$ cat config.mk
export PLATFORM = sky130hd
export DESIGN_NAME = rf_wb_arbiter
export DESIGN_NICKNAME = d
export VERILOG_FILES = /design/src/rtl/rf_wb_arbiter.sv
export SDC_FILE = /design/constraint.sdc
export NUM_CORES = 1
export LEC_CHECK = 0
export BUFFER_PORTS_ARGS = -buffer_cell sky130_fd_sc_hd__buf_2
export CAP_MARGIN = 10
export CORE_MARGIN = 3
export CORE_UTILIZATION = 52
export DETAILED_ROUTE_END_ITERATION = 7
export HOLD_SLACK_MARGIN = 0.1
export PLACE_DENSITY = 0.79
export SKIP_CTS_REPAIR_TIMING = 1
export SYNTH_ARGS = -nofsm -noshare
export SYNTH_HDL_FRONTEND = slang
export SYNTH_SLANG_ARGS = --single-unit
$ cat constraint.sdc
create_clock -name clk -period 3.23 [get_ports clk]
set_input_delay 0.8075 -clock clk [delete_from_list [all_inputs] [get_ports clk]]
set_output_delay 0.8075 -clock clk [all_outputs]
set_load 0.01 [all_outputs]
$ cat src/rtl/rf_wb_arbiter.sv
// rf_wb_arbiter: owns the single register-file write port. The fixed-latency
// pipeline writeback always wins; long-latency execution-unit results wait in
// a small FIFO and drain on cycles the pipeline leaves free. A per-register
// busy scoreboard tracks outstanding long-latency writes for the hazard unit.
module rf_wb_arbiter #(
   parameter int ADDR_LEN       = 5,
   parameter int DATA_WIDTH     = 32,
   parameter int REG_FILE_SIZE  = 32,
   parameter int EXT_FIFO_DEPTH = 2,
   parameter int STARVE_LIMIT   = 4
) (
   input  logic                     clk,
   input  logic                     nReset,
   input  logic                     pipe_valid,
   input  logic [ADDR_LEN-1:0]      pipe_reg,
   input  logic [DATA_WIDTH-1:0]    pipe_data,
   input  logic                     ext_valid,
   output logic                     ext_ready,
   input  logic [ADDR_LEN-1:0]      ext_reg,
   input  logic [DATA_WIDTH-1:0]    ext_data,
   input  logic                     alloc_valid,
   input  logic [ADDR_LEN-1:0]      alloc_reg,
   output logic [REG_FILE_SIZE-1:0] busy_vec,
   output logic                     pipe_stall,
   output logic                     waw_err,
   output logic                     writeEn,
   output logic [ADDR_LEN-1:0]      write_register,
   output logic [DATA_WIDTH-1:0]    write_data
);

   localparam int PTR_W    = (EXT_FIFO_DEPTH > 1) ? $clog2(EXT_FIFO_DEPTH) : 1;
   localparam int CNT_W    = $clog2(EXT_FIFO_DEPTH + 1);
   localparam int STARVE_W = $clog2(STARVE_LIMIT + 1);

   logic [ADDR_LEN-1:0]      fifo_reg  [EXT_FIFO_DEPTH];
   logic [DATA_WIDTH-1:0]    fifo_data [EXT_FIFO_DEPTH];
   logic [PTR_W-1:0]         rd_ptr;
   logic [PTR_W-1:0]         wr_ptr;
   logic [CNT_W-1:0]         count;
   logic [CNT_W-1:0]         count_next;
   logic [STARVE_W-1:0]      starve_cnt;
   logic [STARVE_W-1:0]      starve_next;
   logic [REG_FILE_SIZE-1:0] busy;
   logic [REG_FILE_SIZE-1:0] busy_next;
   logic                     stall;
   logic                     stall_next;
   logic                     waw;
   logic                     waw_next;
   logic                     fifo_empty;
   logic                     fifo_full;
   logic                     pipe_win;
   logic                     push;
   logic                     pop;
   logic [ADDR_LEN-1:0]      head_reg;
   logic [DATA_WIDTH-1:0]    head_data;

   // Starvation counter saturates at the limit so it never wraps back to zero.
   function automatic logic [STARVE_W-1:0] sat_inc(input logic [STARVE_W-1:0] v);
      if (v >= STARVE_W'(STARVE_LIMIT)) begin
         return v;
      end
      return v + STARVE_W'(1);
   endfunction

   assign fifo_empty = (count == '0);
   assign fifo_full  = (count == CNT_W'(EXT_FIFO_DEPTH));
   assign head_reg   = fifo_reg[rd_ptr];
   assign head_data  = fifo_data[rd_ptr];

   // x0 writes from the pipeline do not claim the port, so the FIFO may drain.
   assign pipe_win = pipe_valid && (pipe_reg != '0);
   assign pop      = !pipe_win && !fifo_empty;
   assign push     = ext_valid && !fifo_full;

   // Space freed by a same-cycle pop is not offered until the next cycle.
   assign ext_ready = !fifo_full;

   // Port is combinational; an x0 head pops silently with the enable low.
   assign writeEn        = nReset && (pipe_win || (pop && (head_reg != '0)));
   assign write_register = pipe_win ? pipe_reg  : head_reg;
   assign write_data     = pipe_win ? pipe_data : head_data;

   assign busy_vec   = busy;
   assign pipe_stall = stall;
   assign waw_err    = waw;

   // Next-state for queue occupancy, starvation, stall request, scoreboard and WAW flag.
   always_comb begin
      count_next = count;
      case ({push, pop})
         2'b10:   count_next = count + CNT_W'(1);
         2'b01:   count_next = count - CNT_W'(1);
         default: count_next = count;
      endcase

      starve_next = starve_cnt;
      if (fifo_empty || pop) begin
         starve_next = '0;
      end else if (pipe_win) begin
         starve_next = sat_inc(starve_cnt);
      end

      // Raised on the edge the limit is reached; dropped on the edge the queue drains.
      stall_next = (count_next != '0) &&
                   (stall || (starve_next == STARVE_W'(STARVE_LIMIT)));

      // Clear on pop first so a same-cycle allocation of that register wins.
      busy_next = busy;
      if (pop) begin
         busy_next[head_reg] = 1'b0;
      end
      if (alloc_valid && (alloc_reg != '0)) begin
         busy_next[alloc_reg] = 1'b1;
      end
      busy_next[0] = 1'b0;

      waw_next = pipe_win && busy[pipe_reg];
   end

   // Control state; reset drops any queued results without writing them.
   always_ff @(posedge clk) begin
      if (!nReset) begin
         rd_ptr     <= '0;
         wr_ptr     <= '0;
         count      <= '0;
         starve_cnt <= '0;
         busy       <= '0;
         stall      <= 1'b0;
         waw        <= 1'b0;
      end else begin
         if (push) begin
            wr_ptr <= wr_ptr + PTR_W'(1);
         end
         if (pop) begin
            rd_ptr <= rd_ptr + PTR_W'(1);
         end
         count      <= count_next;
         starve_cnt <= starve_next;
         busy       <= busy_next;
         stall      <= stall_next;
         waw        <= waw_next;
      end
   end

   // Queue storage carries data only; validity comes from the count.
   always_ff @(posedge clk) begin
      if (push) begin
         fifo_reg[wr_ptr]  <= ext_reg;
         fifo_data[wr_ptr] <= ext_data;
      end
   end

endmodule

==> results of run 1 <==
==> synthesized netlist by cell type (all sizes together) <==
master,count,area (µm²)
or3,1,6.26
a311o,1,10.0
dfxtp,41,821
nor4,1,21.3
a2111oi,1,8.76
o21ai,36,180
nor2b,2,12.5
nand2,70,263
a211oi,2,15.0
nor2,27,101
nand3b,1,7.51
mux4,5,113
a311oi,31,272
o221a,1,11.3
nor3b,2,15.0
clkinv,1,3.75
and3,1,6.26
and2,3,18.8
mux2i,46,460
ha,3,37.5
nor3,6,35.0
inv,3,11.3
edfxtp,74,2220
buf,12,71.3
o41a,1,11.3
nand4b,1,8.76
o21a,1,7.51
conb,1,3.75
nand3,2,10.0
o41ai,1,16.3
nand2b,5,31.3
mux2,1,11.3
xor2,3,26.3
nor4b,2,47.6
or2,2,12.5
nor4bb,1,10.0
o31ai,1,7.51
a21oi,39,195
clkbuf,17,63.8
xnor2,2,17.5
==> routing by layer <==
layer	vias up	part of all wire (%)	track usage, %
li1	2028	-	-
met1	1960	38	27.5
met2	235	50	40.8
met3	34	9.3	6.62
met4	2	2.2	9.44
met5	-	0.054	0
==> layout by cell type, fill, tap and decap left out, types with 2 or more instances in the layout <==
cell	n
mux2i_1	45
nand2_1	70
clkbuf_16	16
o21ai_0	36
inv_6	8
nand2b_1	5
a211oi_1	2
mux4_2	5
buf_2	155
xnor2_1	2
nor2b_1	2
and2_1	3
ha_1	3
nor3_1	5
dfxtp_1	40
a21oi_1	39
nor4b_4	2
bufinv_16	3
edfxtp_1	74
nor3b_1	2
nand3_1	2
inv_1	3
a311oi_1	31
clkinv_4	3
buf_4	15
xor2_1	3
nor2_1	26
==> where the power goes <==
| group | internal, W | total [W] | switching [W] |
|---|---|---|---|
| registers | 0.00180 | 0.00187 | 0.0000775 |
| clock network | 0.00120 | 0.00190 | 0.000706 |
| logic | 0.000396 | 0.00104 | 0.000639 |
| total | 0.00339 | 0.00481 | 0.00142 |
==> area by class of cell <==
cell class | instances | area, µm² | share of cell area (%)
clock inverters | 15 | 191 | 2.83
inverters | 4 | 15.0 | 0.222
multi-input cells | 303 | 2020 | 30.0
clock buffers | 17 | 414 | 6.13
repair buffers | 171 | 908 | 13.4
flip-flops and latches | 115 | 3040 | 45.0
well taps | 129 | 161 | 2.39
==> cells by family (layout without fill, tap and decap cells) <==
group,count (synthesis),in the layout
simple gates,127,127
compound gates,115,115
flops,115,115
mux,52,52
buf+inv,33,207
xor+xnor,5,5
fa+ha+maj,3,3
other cells,1,1
==> per-stage QoR <==
stage	total power, W	hold WS (ns)	instance area [µm²]	worst slack, ns
6_report	0.00481	0.487	6760	0.113
5_1_grt	0.00502	0.463	6760	0.0209
3_3_place_gp	0.00290	0.492	6150	0.164
4_1_cts	0.00484	0.467	6760	0.108
2_1_floorplan	0.00255	0.480	5200	0.240
3_5_place_dp	0.00293	0.505	6150	0.116
==> worst min path at each step <==
| stage | startpoint | to | cells past startpoint |
|---|---|---|---|
| 4_1_cts | ext_data[14] | fifo_data[1][14]$_DFFE_PP_ | 1 |
| 3_5_place_dp | rd_ptr$_SDFFE_PN0N_ | register | 2 |
| 3_3_place_gp | rd_ptr$_SDFFE_PN0N_ | rd_ptr$_SDFFE_PN0N_ | 2 |
| 6_report | ext_data[14] | fifo_data[0][14]$_DFFE_PP_ | 1 |
| 2_1_floorplan | rd_ptr$_SDFFE_PN0N_ | register | 2 |
| 5_1_grt | ext_data[15] | fifo_data[1][15]$_DFFE_PP_ | 1 |
==> flow_summary.json, run 1 <==
{
  "status": "finished, final reports clean",
  "diodes": 0,
  "regToRegSetupSlack_ns": 0.95,
  "finalSetupViolations": 0,
  "cp-start-kind": "input port",
  "dieArea_um2": 11200,
  "grt_pass1_wl_um": 20600,
  "clock-sinks": 115,
  "drive_above_1_share_pct": 35.4,
  "synth_compound_area_share_pct": 14.1,
  "synthMuxAreaShare_pct": 11.2,
  "timing.critical_path.to": "write_data[4]",
  "cpPeakStageDelay_ns": 0.41,
  "start_util_pct": 55.0,
  "firstDrtPassIters": 5,
  "rr_endpoint": "busy_vec[30]$_SDFF_PN0_",
  "dp.cells": 722,
  "io_pins": 157,
  "min_period_ns": 3.12,
  "p_per_area_nw_per_um2": 712,
  "yosys.area_share.simple_pct": 11.7,
  "final-hold-violation-count": 0,
  "max-vdd-ir-drop_uv": 670,
  "dp_hpwl_um": 9070,
  "grt_overflow_total": 0,
  "clk_pin_slew_worst_paths_ns": 0.06,
  "grt_max_degree": 75,
  "drc": 0,
  "cts_buffers": 17,
  "rows": 35,
  "ys_warn_count": 0,
  "synth_top_family_by_area": "compound AO/OA/AOI/OAI gates",
  "port_buffers": 155,
  "path_buf_inv": 3,
  "critPathKind": "in2out",
  "synthXorXnorAreaFrac_pct": 0.842,
  "required_ns": 2.42,
  "fin_cells": 754,
  "tightest_slew_ns": 0.873,
  "relSlewSlack_pct": 41.8,
  "synthesis.nets": 538,
  "track_usage_pct": 23.5,
  "maxSlewViolCount": 0,
  "num-nets-final": 699,
  "num_vias": 4259,
  "area_growth_pct": 29.9,
  "cp_max_fo": 74,
  "routedWlPerCell_um": 17.3,
  "fin_tns_setup_ns": 0,
  "antenna_found_initial": 1,
  "syn_inst": 451,
  "hold_path.class": "in2reg",
  "end_kind": "output port",
  "avgSynthCellArea_um2": 11.5,
  "path_cells": "buf_2 -> or2_1 -> o41a_2 -> buf_12 -> o21ai_0 -> buf_2",
  "die_w_um": 106,
  "cts-root-buf": "clkbuf_8",
  "routed_wl_um": 13000,
  "synth_sequential_area_ratio_pct": 58.5,
  "rsz0062_at_grt": "false",
  "drtIter0Drc": 228,
  "cts-htree-levels": 4,
  "synth_cell_types": 45,
  "max-cap-violations": 0,
  "fill_cells": 682,
  "cp_slowest_cell": "o41a_2",
  "cts_tree": "done",
  "synth-seq-cells": 115,
  "synth_fa_ha_area_share_pct": 0.721,
  "vias_per_cell": 5.65,
  "clk_path_buf_depth": 2,
  "path_common_cell": "buf_2",
  "ant_nets": 0,
  "dieHeight_um": 106,
  "largest_reg_flops": 64,
  "syn_area_um2": 5200,
  "crit_arrival_ns": 2.31,
  "core_region_area_um2": 9460,
  "path_delay_family": "compound AO/OA/AOI/OAI gates",
  "first_global_vias": 4181,
  "crit_start": "pipe_reg[2]",
  "fin_util_pct": 71.5,
  "gp_congestion": 0.907,
  "skew_ns": 0.00916,
  "cellLeakagePower_nw": 2.63,
  "clock_latency_ns": 0.51,
  "fin_crit_sh_pct": 96.5,
  "fmax_mhz": 321,
  "cp_num_cells": 6,
  "rr_worst_depth": 4
}
Power figures use the tool's default switching activity.
==> run 2, diff against run 1 <==
ABC_CLOCK_PERIOD_IN_PS = 3230   (was unset)
CORE_MARGIN = unset   (was 3)
GPL_ROUTABILITY_DRIVEN = 0   (was unset)
==> run 2 against run 1 <==
Against the previous run: worst hold slack lost 0.0093 ns; non-clock buffer count grew 5; maximum frequency grew 0.63%; worst setup slack gained 0.020 ns; via count grew 0.12%.
==> flow_summary.json, run 2 (same netlist as run 1, synthesis figures left out) <==
{
  "status": "finished, final reports clean",
  "start_util_pct": 53.5,
  "diodes": 0,
  "regToRegSetupSlack_ns": 0.97,
  "drtIter0Drc": 209,
  "num_vias": 4264,
  "rsz0062_at_grt": "false",
  "cts_buffers": 17,
  "maxSlewViolCount": 0,
  "skew_ns": 0.0109,
  "clk_pin_slew_worst_paths_ns": 0.06,
  "die_w_um": 102,
  "rows": 36,
  "cp_slowest_cell": "o41a_2",
  "cellLeakagePower_nw": 2.62,
  "dp_hpwl_um": 8650,
  "required_ns": 2.42,
  "whs_endpoint": "fifo_reg[1][2]$_DFFE_PP_",
  "fin_crit_sh_pct": 95.9,
  "path_cells": "buf_2 -> or2_1 -> o41a_2 -> buf_12 -> o21ai_0 -> buf_2",
  "cpPeakStageDelay_ns": 0.43,
  "crit_arrival_ns": 2.29,
  "hold_path.class": "in2reg",
  "final_common_cell": "buf_2",
  "end_kind": "output port",
  "max-vdd-ir-drop_uv": 430,
  "fin_tns_setup_ns": 0,
  "fill_cells": 708,
  "firstDrtPassIters": 5,
  "io_pins": 157,
  "finalSetupViolations": 0,
  "cts-root-buf": "clkbuf_8",
  "drive_above_1_share_pct": 35.7,
  "cp-start-kind": "input port",
  "dieArea_um2": 10400,
  "largest_reg_flops": 64,
  "min_period_ns": 3.10,
  "tightest_slew_ns": 0.875,
  "core_region_area_um2": 9730,
  "routedWlPerCell_um": 16.6,
  "clk_path_buf_depth": 2,
  "layout_common_cells": "buf_2, edfxtp_1, nand2_1, mux2i_1, dfxtp_1",
  "max-cap-violations": 0,
  "final-hold-violation-count": 0,
  "clock_latency_ns": 0.51,
  "drc": 0,
  "vias_per_cell": 5.59,
  "grt_pass1_wl_um": 19900,
  "num-nets-final": 704,
  "routed_wl_um": 12700,
  "setup_slack_ns": 0.132,
  "crit_start": "pipe_reg[2]",
  "multiInputGateArea_um2": 2020,
  "path_common_cell": "buf_2",
  "path_buf_inv": 3,
  "timing.hold.ws_ns": 0.478,
  "grt_overflow_total": 0,
  "grt_max_degree": 73,
  "worstHoldStart": "ext_reg[2]",
  "cp_max_fo": 72,
  "place_ws_ns": 0.136,
  "port_buffers": 155,
  "p_per_area_nw_per_um2": 697,
  "fmax_mhz": 323,
  "rr_endpoint": "busy_vec[29]$_SDFF_PN0_",
  "area_growth_pct": 30.0,
  "hold_depth": 1,
  "cp_num_cells": 6,
  "antenna_found_initial": 0,
  "regArea_um2": 3040,
  "track_usage_pct": 25.6,
  "cts-htree-levels": 4,
  "relSlewSlack_pct": 41.7,
  "critPathKind": "in2out",
  "cts_tree": "done",
  "path_delay_family": "compound AO/OA/AOI/OAI gates",
  "clock-sinks": 115,
  "rr_worst_depth": 5,
  "ant_nets": 0,
  "dieHeight_um": 102,
  "first_global_vias": 4177
}
==> run 2: changes by cell type in the layout (fill, tap and decap cells not counted) <==
cell	before	now
inv_6	8	3
bufinv_16	3	2
clkinvlp_4	0	4
buf_4	15	20
clkinv_2	1	3
mux2i_1	45	46
mux2i_2	1	0
==> run 2: report_power, final <==
part	internal (W)	switching [W]
sequential	0.00180	0.0000775
combinational	0.000414	0.000642
clock	0.00110	0.000686
==> run 2: how the worst max path moves through the flow <==
stage	endpoint	slack, ns
after global placement	write_data[8]	0.18
after detailed placement	write_data[8]	0.14
final	write_data[25]	0.13
after floorplan	write_data[12]	0.24
after CTS	write_data[8]	0.13
after global routing	write_register[1]	0.01
==> run 2: routing by layer <==
metal,GRT usage (%),vias up,share of wire (%)
met1,30.0,1996,40
met3,7.46,28,8.4
li1,-,2029,-
met5,0,-,0
met4,11.2,0,1.8
met2,43.7,211,50
==> run 2: per-stage QoR <==
step                      instance area (µm²)  instances  total power, W  util [%]
after floorplan                          5200        451         0.00255         -
after global placement                   6190        731         0.00292      63.6
after detailed placement                 6190        731         0.00295      63.6
after CTS                                6760        763         0.00474      69.5
after global routing                     6760        763         0.00492      69.5
final                                    6760        763         0.00472      69.5
==> run 2: worst reg2reg max path, stage by stage, from the launching register on <==
cell and delay, ns:
dfxtp_2 0.41, buf_4 0.29, mux2i_1 0.64, nor4b_4 0.46
buf_4 0.23, a311oi_1 0.09
==> run 2: area by class of cell <==
| type | instances | share of cell area (%) |
|---|---|---|
| sequential | 115 | 45.0 |
| clock inverter | 15 | 2.33 |
| inverter | 4 | 0.222 |
| multi-input combinational | 303 | 29.9 |
| timing repair buffer | 176 | 14.0 |
| tap | 133 | 2.46 |
| clock buffer | 17 | 6.12 |
==> run 3, diff against run 2 <==
--- a/config.mk
+++ b/config.mk
@@ -6,4 +6,5 @@
 export NUM_CORES = 1
 export LEC_CHECK = 0
+export ABC_AREA = 1
 export ABC_CLOCK_PERIOD_IN_PS = 3230
 export BUFFER_PORTS_ARGS = -buffer_cell sky130_fd_sc_hd__buf_2
@@ -13,5 +14,5 @@
 export GPL_ROUTABILITY_DRIVEN = 0
 export HOLD_SLACK_MARGIN = 0.1
-export PLACE_DENSITY = 0.79
+export PLACE_DENSITY = 0.84
 export SKIP_CTS_REPAIR_TIMING = 1
 export SYNTH_ARGS = -nofsm -noshare
==> constraint.sdc (replaced) <==
create_clock -name clk -period 3.23 [get_ports clk]
set_input_delay 0.8075 -clock clk [delete_from_list [all_inputs] [get_ports clk]]
set_output_delay 0.8075 -clock clk [all_outputs]
set_load 0.005 [all_outputs]
==> run 3 against run 2 <==
Against the previous run: utilization shrank 0.29 points; maximum frequency grew 2.2%; synthesized cell count grew 43%; sequential share of layout area decreased by 0.65 points; critical path type unchanged; first-iteration DRC count grew to 2.5 times the previous value; largest cell class unchanged; wire length up 19%; worst setup slack better by 0.067 ns; global-route usage rose by 2.7 points; critical path depth up 2.
==> flow_summary.json, run 3 <==
{
  "rsz0062_at_grt": "false",
  "skew_ns": 0.00766,
  "status": "finished, final reports clean",
  "critPathKind": "in2out",
  "relSlewSlack_pct": 43.7,
  "final_common_cell": "nand2_1",
  "cts_buffers": 17,
  "cts-root-buf": "clkbuf_8",
  "final_area_um2": 6860,
  "port_buffers": 155,
  "area_growth_pct": 26.8,
  "hold_path.class": "reg2reg",
  "avgSynthCellArea_um2": 8.40,
  "max-vdd-ir-drop_uv": 403,
  "dp_hpwl_um": 9920,
  "clock_latency_ns": 0.52,
  "cellLeakagePower_nw": 2.90,
  "fin_tns_setup_ns": 0,
  "finalSetupViolations": 0,
  "fin_cells": 946,
  "dpl-instance-area_um2": 6290,
  "min_period_ns": 3.03,
  "yosys-top-cells-area": "edfxtp_1, nand2_1, dfxtp_1",
  "required_ns": 2.42,
  "layout_common_cells": "nand2_1, buf_2, nor2_1, edfxtp_1, inv_1",
  "start_util_pct": 54.6,
  "post-synth-top-area-cell": "edfxtp_1",
  "final-hold-violation-count": 0,
  "dieArea_um2": 10800,
  "synthesis.nets": 731,
  "antenna_found_initial": 2,
  "drtIter0Drc": 525,
  "routed_wl_um": 15100,
  "crit_arrival_ns": 2.22,
  "clk_path_buf_depth": 2,
  "firstDrtPassIters": 7,
  "max-cap-violations": 0,
  "path_common_cell": "buf_2",
  "cpPeakStageDelay_ns": 0.28,
  "num-nets-final": 886,
  "rows": 36,
  "clock-sinks": 115,
  "tightest_slew_ns": 0.841,
  "clk_pin_slew_worst_paths_ns": 0.06,
  "synth_sequential_area_ratio_pct": 56.2,
  "synth_cell_types": 29,
  "ys_warn_count": 0,
  "grt_overflow_total": 0,
  "routedWlPerCell_um": 15.9,
  "vias_per_cell": 5.51,
  "cts_tree": "done",
  "end_kind": "output port",
  "path_delay_family": "buffers and inverters",
  "fill_cells": 762,
  "maxSlewViolCount": 0,
  "syn_inst": 644,
  "core_region_area_um2": 9910,
  "first_global_vias": 5004,
  "num_vias": 5216,
  "die_w_um": 104,
  "synthTopCellsByCount": "nand2_1, nor2_1, edfxtp_1",
  "dp.cells": 913,
  "p_per_area_nw_per_um2": 679,
  "grt_pass1_wl_um": 23700,
  "async_flop_share_pct": 0,
  "synth_edf_count": 74,
  "netlist.area_leader.share_pct": 41.1,
  "path_cells": "buf_2 -> nor2_2 -> nand3_2 -> nand2_2 -> buf_12 -> nor2_1 -> a31oi_1 -> buf_2",
  "dieHeight_um": 104,
  "timing.hold.ws_ns": 0.449,
  "regToRegSetupSlack_ns": 1.12,
  "cp_max_fo": 78,
  "syn_area_um2": 5410,
  "drive_above_1_share_pct": 27.2,
  "path_buf_inv": 3,
  "grt_max_degree": 79,
  "synth.most_common_cell": "nand2_1",
  "cp-start-kind": "input port",
  "synth-seq-cells": 115,
  "fmax_mhz": 330,
  "regArea_um2": 3040,
  "io_pins": 157,
  "largest_reg_flops": 64,
  "multiInputGateArea_um2": 2050,
  "cp_slowest_cell": "buf_12",
  "track_usage_pct": 28.3,
  "drc": 0,
  "ant_nets": 0,
  "synth-main-ff-cell": "edfxtp_1",
  "fin_crit_sh_pct": 93.8,
  "cts-htree-levels": 4
}
run 3: path summary, 6_finish.rpt:
kind / from / end / cells after the start
setup reg to reg: count[0]$_SDFF_PN0_ / pipe_stall$_SDFF_PN0_ / 10
hold / removal: rd_ptr$_SDFFE_PN0N_ / rd_ptr$_SDFFE_PN0N_ / 1
hold reg to reg: rd_ptr$_SDFFE_PN0N_ / rd_ptr$_SDFFE_PN0N_ / 1
setup / recovery: pipe_reg[1] / write_data[19] / 8
run 3: metrics by stage:
| step | total power, W | utilization [%] | worst slack, ns |
|---|---|---|---|
| global placement | 0.00281 | 63.4 | 0.342 |
| finish | 0.00466 | 69.2 | 0.199 |
| floorplan | 0.00250 | - | 0.316 |
| global route | 0.00485 | 69.2 | 0.121 |
| CTS | 0.00466 | 69.2 | 0.243 |
| detailed placement | 0.00285 | 63.4 | 0.299 |
run 3: area by class of cell:
| cell class | count | area share, % |
|---|---|---|
| Clock inverter | 14 | 2.24 |
| Multi-Input combinational cell | 456 | 29.9 |
| Clock buffer | 18 | 6.09 |
| Sequential cell | 115 | 44.4 |
| Timing Repair Buffer | 164 | 12.5 |
| Inverter | 45 | 2.46 |
| Tap cell | 133 | 2.43 |
| Antenna cell | 1 | 0.0365 |
run 3: layer usage:
metal	vias to the layer above	part of all wire, %	GRT usage (%)
met5	-	0.086	0
met4	2	3.6	14.3
met1	2362	38	34.1
met3	58	10	7.77
li1	2425	-	-
met2	369	48	46.5
run 3: report_power, final:
group | internal, W | total, W | switching, W
Combinational | 0.000318 | 0.00105 | 0.000734
Sequential | 0.00174 | 0.00180 | 0.0000622
Clock | 0.00111 | 0.00180 | 0.000699
run 3: cells by family (layout without fill, tap and decap cells):
group	Yosys count	after routing	synth area share (%)
AOI/OAI and AO/OA	84	84	9.13
xor gates and xnor gates	2	2	0.324
adders and majority gates	3	3	0.694
buffers and inverters	73	241	6.17
DFF	115	115	56.2
other	1	2	0.0693
and+or+nand+nor	366	366	27.4
